**src/rtl/sys_arr_collector_if.sv**
```systemverilog
// Result-row stream from the collector to the downstream consumer.
//   out_data  : aligned result row, column j in bits [16j+15:16j]
//   out_valid : out_data/out_last are valid
//   out_ready : consumer accepts the presented row
//   out_last  : presented row is the last row of its matrix
// master = collector side, slave = consumer side.
interface sys_arr_collector_if #(
    parameter int unsigned width_height = 2
) ();
    logic [16*width_height-1:0] out_data;
    logic                       out_valid;
    logic                       out_ready;
    logic                       out_last;

    modport master (
        output out_data,
        output out_valid,
        output out_last,
        input  out_ready
    );

    modport slave (
        input  out_data,
        input  out_valid,
        input  out_last,
        output out_ready
    );
endinterface

```
**src/rtl/sys_arr_collector.sv**
```systemverilog
// Output-side collector for the weight-stationary systolic array.
// Removes the per-column skew of the bottom-row maccout stream with
// per-column delay lines, buffers realigned rows in a small FIFO and
// presents them over a valid/ready handshake.
// Ports:
//   clk, reset    : rising-edge clock, synchronous active-high reset
//   maccin        : skewed bottom-row sums, column j at bits [16j+15:16j]
//   in_valid      : column 0 of a new row is on maccin this cycle
//   in_last       : row is the last of its matrix (qualified by in_valid)
//   res           : result-row stream (out_data/out_valid/out_ready/out_last)
//   free          : empty FIFO slots (from registered occupancy)
//   overflow      : sticky, set when an aligned row was dropped on a full FIFO
module sys_arr_collector #(
    parameter int unsigned width_height = 2,
    parameter int unsigned depth        = 4
) (
    input  logic                           clk,
    input  logic                           reset,
    input  logic [16*width_height-1:0]     maccin,
    input  logic                           in_valid,
    input  logic                           in_last,
    sys_arr_collector_if.master            res,
    output logic [$clog2(depth+1)-1:0]     free,
    output logic                           overflow
);

    localparam int unsigned dw    = 16 * width_height;
    localparam int unsigned ptr_w = $clog2(depth);
    localparam int unsigned cnt_w = $clog2(depth + 1);
    localparam int unsigned vdly  = width_height - 1;

    logic [dw-1:0] aligned_row;
    logic          wr_en;
    logic          wr_last;

    // Column j arrives j cycles late; delay it by W-1-j so all columns meet.
    for (genvar j = 0; j < width_height; j++) begin : g_col
        localparam int unsigned stages = width_height - 1 - j;

        if (stages == 0) begin : g_direct
            assign aligned_row[16*j +: 16] = maccin[16*j +: 16];
        end else begin : g_dly
            logic [15:0] sr [stages];

            // Pipelined column delay line
            always_ff @(posedge clk) begin
                if (reset) begin
                    for (int i = 0; i < int'(stages); i++) begin
                        sr[i] <= '0;
                    end
                end else begin
                    sr[0] <= maccin[16*j +: 16];
                    for (int i = 1; i < int'(stages); i++) begin
                        sr[i] <= sr[i-1];
                    end
                end
            end

            assign aligned_row[16*j +: 16] = sr[stages-1];
        end
    end

    // Valid/last delay line: matches the column-0 path so wr_en lines up
    // with the cycle the whole row is present at the write port.
    if (vdly == 0) begin : g_vdirect
        assign wr_en   = in_valid;
        assign wr_last = in_valid & in_last;
    end else begin : g_vdly
        logic [1:0] vsr [vdly];

        always_ff @(posedge clk) begin
            if (reset) begin
                for (int i = 0; i < int'(vdly); i++) begin
                    vsr[i] <= '0;
                end
            end else begin
                vsr[0] <= {in_valid & in_last, in_valid};
                for (int i = 1; i < int'(vdly); i++) begin
                    vsr[i] <= vsr[i-1];
                end
            end
        end

        assign wr_en   = vsr[vdly-1][0];
        assign wr_last = vsr[vdly-1][1];
    end

    // FIFO storage: row data plus last flag in the MSB
    logic [dw:0]      mem [depth];
    logic [ptr_w-1:0] wr_ptr;
    logic [ptr_w-1:0] rd_ptr;
    logic [cnt_w-1:0] count;

    logic full;
    logic pop;
    logic push_ok;
    logic drop;

    // A same-cycle pop frees the slot, so a push into a full FIFO is taken.
    always_comb begin
        full    = (count == cnt_w'(depth));
        pop     = (count != '0) && res.out_ready;
        push_ok = wr_en && (!full || pop);
        drop    = wr_en && full && !pop;
    end

    // Pointers, occupancy, storage and sticky overflow
    always_ff @(posedge clk) begin
        if (reset) begin
            wr_ptr   <= '0;
            rd_ptr   <= '0;
            count    <= '0;
            overflow <= 1'b0;
            for (int i = 0; i < int'(depth); i++) begin
                mem[i] <= '0;
            end
        end else begin
            if (push_ok) begin
                mem[wr_ptr] <= {wr_last, aligned_row};
                wr_ptr      <= wr_ptr + ptr_w'(1);
            end
            if (pop) begin
                rd_ptr <= rd_ptr + ptr_w'(1);
            end
            case ({push_ok, pop})
                2'b10:   count <= count + cnt_w'(1);
                2'b01:   count <= count - cnt_w'(1);
                default: count <= count;
            endcase
            if (drop) begin
                overflow <= 1'b1;
            end
        end
    end

    // Head of FIFO drives the stream; zero when nothing is presented.
    always_comb begin
        res.out_valid = (count != '0);
        res.out_data  = res.out_valid ? mem[rd_ptr][dw-1:0] : '0;
        res.out_last  = res.out_valid ? mem[rd_ptr][dw]     : 1'b0;
        free          = cnt_w'(depth) - count;
    end

endmodule

```
**src/flat_wrapper.sv**
```systemverilog
// flat-port wrapper written by rule: the top's interface ports become plain ports
module sys_arr_collector_flat 
#(
    parameter int unsigned width_height = 2,
    parameter int unsigned depth        = 4
)
  (clk, reset, maccin, in_valid, in_last, free, overflow, res_out_data, res_out_valid, res_out_last, res_out_ready);
  sys_arr_collector_if #(.width_height(width_height)) res_i ();
  input  logic clk;
  input  logic reset;
  input  logic [16*width_height-1:0] maccin;
  input  logic in_valid;
  input  logic in_last;
  output logic [$clog2(depth+1)-1:0] free;
  output logic overflow;
  output wire logic [$bits(res_i.out_data)-1:0] res_out_data;
  output wire logic [$bits(res_i.out_valid)-1:0] res_out_valid;
  output wire logic [$bits(res_i.out_last)-1:0] res_out_last;
  input wire logic [$bits(res_i.out_ready)-1:0] res_out_ready;
  assign res_out_data = res_i.out_data;
  assign res_out_valid = res_i.out_valid;
  assign res_out_last = res_i.out_last;
  assign res_i.out_ready = res_out_ready;
  sys_arr_collector #(.width_height(width_height), .depth(depth)) u_core (.clk(clk), .reset(reset), .maccin(maccin), .in_valid(in_valid), .in_last(in_last), .res(res_i), .free(free), .overflow(overflow));
endmodule
```
**config.mk**
```make
export PLATFORM = sky130hd
export DESIGN_NAME = sys_arr_collector_flat
export DESIGN_NICKNAME = d
export VERILOG_FILES = /design/src/rtl/sys_arr_collector_if.sv /design/src/rtl/sys_arr_collector.sv /design/src/flat_wrapper.sv
export SDC_FILE = /design/constraint.sdc
export NUM_CORES = 1
export LEC_CHECK = 0
export ABC_CLOCK_PERIOD_IN_PS = 6500
export CAP_MARGIN = 20
export CORE_UTILIZATION = 40
export DETAILED_ROUTE_END_ITERATION = 6
export GPL_TIMING_DRIVEN = 0
export HOLD_SLACK_MARGIN = 0.06
export SLEW_MARGIN = 40
export SYNTH_ARGS = -nofsm -noshare
export SYNTH_HDL_FRONTEND = slang
export SYNTH_SLANG_ARGS = --single-unit
```
**constraint.sdc**
```tcl
create_clock -name clk -period 6.5 [get_ports clk]
set_input_delay 1.3 -clock clk [delete_from_list [all_inputs] [get_ports clk]]
set_output_delay 1.3 -clock clk [all_outputs]
set_load 0.05 [all_outputs]
```
* After elaboration in Yosys (flattened, before gate mapping) *
Memory sizes are Yosys's and may differ from the RTL's. A register that Yosys moved wholly into a read port is not among the register bits.
Cells that the tools add are included.

cells by class
  add/sub/neg operators = 5
  eq/ne operators = 3
  mux-type cells = 18
  bitwise logic cells = 1
  reduce and logical (&&, ||, !) cells = 12

operators with widths
  cell                 number
  $mux 33              1
  $reduce_or 33->1     1
  $mux 32              1
  $mux 16              1
  $reduce_or 16->1     1
  $mux 1               10
  $mux 2               4
  $pmux 3 s2           1
  $add 2x1->2 const B  2
  $logic_and 1x1->1    4
  $add 3x1->3 const B  1
  $eq 3x3->1 const B   1
  $reduce_bool 3->1    1
  $sub 3x1->3 const B  1
  $sub 3x3->3 const A  1
  $eq 2x1->1 const B   1
  $eq 2x2->1 const B   1
  $logic_not 1->1      2
  $reduce_bool 2->1    1
  $reduce_or 2->1      1
  $and 1x1->1          1
  $logic_or 1x1->1     1

storage, ports and cells
  bits in registers = 8
  memory bits (writable) = 150
  bits of input ports = 37
  output and inout bits = 38
  word-level logic and storage cells = 46
  memories kept = 3

memory list
  memory                    words  bits a word  rd ports  clocked after memory_dff  write ports  line                     RTL
  u_core.mem                4      33           1         1                         4            sys_arr_collector.sv:89  logic [dw:0] mem [depth];
  u_core.g_col[0].g_dly.sr  1      16           1         0                         1            sys_arr_collector.sv:43  logic [15:0] sr [stages];
  u_core.g_vdly.vsr         1      2            1         0                         1            sys_arr_collector.sv:69  logic [1:0] vsr [vdly];

* Longest topological paths before layout *
  depth in word-level cells = 9
  depth in mapped cells = 12
  mapped depth without buffers = 11

* Least setup slack after synthesis *
No wires, ideal clock.

  path kind = input port to flip-flop
  start point = in res_out_ready
  end point = mem u_core.mem[1][0] (netlist bit), enable pin
  library setup time = 430 ps
  arrival time = 3326 ps
  required time = 6070 ps
  slack = 2744 ps
  cell stages on the path = 4
  path buffers = 1
  cell sequence = nand2b_1 buf_4 a21o_1 o21bai_1

RTL lines
  what         line                     RTL
  from (decl)  flat_wrapper.sv:19       input wire logic [$bits(res_i.out_ready)-1:0] res_out_ready;
  to (decl)    sys_arr_collector.sv:89

* Final worst setup path *
  start point = reg u_core.count[0]
  end point = out res_out_data[11]

between the ends
  longest elaborated chain between the ends = 2

ends and longest elaborated chain
  what                    line                      RTL
  from (decl)             sys_arr_collector.sv:92   logic [cnt_w-1:0] count;
  from (signal assigned)  sys_arr_collector.sv:126  2'b10: count <= count + cnt_w'(1);
  from (signal assigned)  sys_arr_collector.sv:127  2'b01: count <= count - cnt_w'(1);
  from (signal assigned)  sys_arr_collector.sv:128  default: count <= count;
  $reduce_bool 3->1       sys_arr_collector.sv:138  res.out_valid = (count != '0);
  $mux 32                 sys_arr_collector.sv:139  res.out_data = res.out_valid ? mem[rd_ptr][dw-1:0] : '0;
  to (decl)               flat_wrapper.sv:16        output wire logic [$bits(res_i.out_data)-1:0] res_out_data;

Every way passes these cells.

==> summary.txt <==
Min path
  – Hold path depth: 2
  – WHS Endpoint: u_core.count[1]
  – HP Start: u_core.count[1]
  – Hold Path Class: register to register

Timing
  – Final Hold Viols: 0
  – Setup violators final: 0
  – Final clock skew: 5.70 ps
  – Fin crit period: 4380 ps
  – Slew headroom: 52.2%
  – RSZ-0062 raised after global routing: no
  – F_max: 228 MHz
  – Least-Margin Pin Slew: 716 ps
  – Final TNS setup: 0 ps
  – Period utilization: 67.4%
  – Max-slew violation count: 0

Finish
  – Ant diodes: 0
  – Fillers: 1445
  – FF/Latch Area: 4520 µm²
  – Layout overhead on the synthesized area: 24.2%
  – Area of the multi-input gates: 2280 µm²
  – Layout cells sized above 1: 15.2%
  – # nets final: 593
  – Final core utilization: 51.5%

Detailed routing
  – WL/cell: 17.9 µm
  – Drt first pass iters: 4
  – Remaining antenna violation count: 0
  – Via Count: 3807
  – DRC: 0
  – DR iter-0 viols: 256
  – Routed wire length: 14100 µm
  – Avg Vias per Cell: 4.86

Setup path
  – Arrival time at the worst endpoint: 3080 ps
  – Worst Path Required: 5200 ps
  – Crit path from: u_core.count[0]
  – Reg2Reg Depth: 12
  – Setup CP Type: register to primary output
  – R2r endpoint: u_core.count[2]
  – R2R Setup Slk: 3760 ps
  – Crit end category: primary output
  – Critical Path Source Type: register
  – Worst-path cell chain: inv_1 > ha_1 > ha_1 > inv_1 > clkbuf_1 > and2_1 > clkdlybuf4s50_1
  – Crit-path slowest cell: clkdlybuf4s50_1
  – Biggest cell delay along the critical path: 820 ps
  – Crit path max fanout: 10
  – FF-to-FF Start: u_core.count[0]

Yosys
  – Combinational family with the most area after synthesis: simple AND/OR/NAND/NOR gates
  – Simple-gate share of the synthesized area: 17.7%
  – Commonest cells post-synth: and2_1 (166), edfxtp_1 (132), mux4_2 (33)
  – Synth Area in XOR/XNOR: 0.502%
  – Top cell type by total area after synthesis: edfxtp_1
  – Part of the Yosys area used for sequential elements: 64.9%
  – Portion of netlist area occupied by mux cells: 10.8%
  – Post-synth ARST share: 0%
  – Post-Synth Adder-Cell Area: 1.00%
  – Leading post-synthesis cells by cell area: edfxtp_1 (57%), and2_1 (15%), mux4_2 (11%)
  – Mean Syn Cell Area: 15.4 µm²
  – Post-synth net total: 496
  – Main flop type after synthesis: edfxtp_1
  – Post-synth EDFFs: 132
  – Top cell type's share of synthesized area: 56.8%
  – Synth Warn #: 0
  – Unique cell type count in the Yosys netlist: 31
  – Synth Cell Area: 6970 µm²
  – Compound-Gate Fraction of Synth Area: 2.21%
  – Synth Register Bits: 160
  – Cell with the most instances after synthesis: and2_1
  – Mapped Cells: 454

Clock tree
  – Post-CTS Setup Inserts: 0
  – H-tree levels: 4
  – CTS Buffer Depth: 2
  – Root buf cell: clkbuf_16
  – # hold bufs at CTS: 0
  – CTS resizes: 0
  – Inserted Clock Buffers: 17
  – CTS tree: done
  – Clk slew on worst S/H paths: 60 ps
  – Worst-skew pair later-pin latency: 420 ps
  – Clk sink count: 160

Global routing
  – Pin count of the biggest net entering global routing: 34
  – Global-route usage over all layers: 17.1%
  – Initial antenna violation count: 0
  – Global-route wire length before repair: 22000 µm
  – Vias in the first global route: 3949
  – Gr ovfl total: 0

Run status
  – Status: finished, final reports clean

Pwr
  – Leakage power: 3.13 nW
  – Worst VDD drop: 0.255 mV
  – Cell Pwr Density: 373 nW/µm²

Placement
  – HPWL Detailed: 8800 µm
  – GP Congestion: 0.675
  – Port bufs: 74

Floorplanning
  – Initial Util: 41.5%
  – FP Rows: 47
  – Total Die Area: 18000 µm²
  – Die width: 134 µm
  – # IOs: 75
  – Core area: 16800 µm²
  – Die height: 134 µm

Flow run
  – Max cap viols: 0
-- per-layer routing --
layer	GRT usage (%)	wire length (µm)	share of wire [%]	vias up
met3	3.85	634	4.5	15
met5	0	0	0	-
met1	21.5	6080	43	1896
met4	5.99	208	1.5	0
met2	29.0	7140	51	88
li1	-	-	-	1808
-- worst max-delay path by stage --
stage,to,slack (ps),cells past startpoint
after floorplan,u_core.mem[1][0],2740,4
after global placement,u_core.mem[2][26],740,5
after detailed placement,res_out_data[11],2520,7
after CTS,res_out_data[4],1990,7
after global routing,res_out_data[11],1880,7
final,res_out_data[11],2120,7
-- cells by family after synthesis --
logic type      count (synthesis)
compound gates                 14
xor+xnor                        4
buf+inv                        37
mux                            34
simple gates                  200
flops                         160
fa+ha+maj                       5
-- area by class of cell --
class	count	area share, %
clock inverter	6	0.636
sequential	160	52.2
multi-input combinational	257	26.3
timing repair buffer	78	9.53
clock buffer	26	5.76
buffer	28	1.92
inverter	9	0.390
tap	220	3.18
-- cells in the final DEF, fill, tap and decap left out, types with 4 or more instances in the layout --
cell             synthesis  layout
buf_2                    4       4
clkdlybuf4s50_1          0      74
clkbuf_1                13      18
nor2_1                   9       9
inv_1                    9       9
buf_6                    6       6
mux4_2                  33      33
nor2b_1                 17      17
nand2b_1                 4       4
edfxtp_1               132     132
dfxtp_1                 28      28
ha_1                     4       4
clkbuf_8                 0       4
clkbuf_16                0      17
and2_1                 166     166
-- metrics by stage --
step / cells / hold slack [ps] / cell area, µm² / worst slack (ps) / total power [mW]
after floorplan: 454 / 459 / 6970 / 2740 / 1.98
after global placement: 748 / 475 / 7990 / 743 / 2.32
after detailed placement: 752 / 471 / 8110 / 2520 / 2.33
after CTS: 784 / 498 / 8660 / 1990 / 3.27
after global routing: 784 / 518 / 8660 / 1880 / 3.37
final: 784 / 493 / 8660 / 2120 / 3.23
-- power breakdown --
| part | switching (mW) | internal (mW) |
|---|---|---|
| sequential | 0.0238 | 1.18 |
| combinational | 0.673 | 0.416 |
| clock | 0.373 | 0.564 |
-- state kept, by name (all words and copies together), names as in the netlist, named ones only --
| register | count |
|---|---|
| u_core.count | 3 |
| u_core.rd_ptr | 2 |
| u_core.wr_ptr | 2 |
| u_core.mem | 132 |
| u_core.g_vdly.vsr | 2 |
| u_core.overflow | 1 |
| u_core.g_col.g_dly.sr | 16 |
-- worst max-delay path, delay by kind of cell, from the launching register on --
family                   cells  cell delay, ps
adder cells (fa/ha/maj)      2             450
buffers and inverters        4            1570
flip-flops                   1             360
AND/OR/NAND/NOR              1             260
Note: power is estimated with default switching activity, not from simulation.
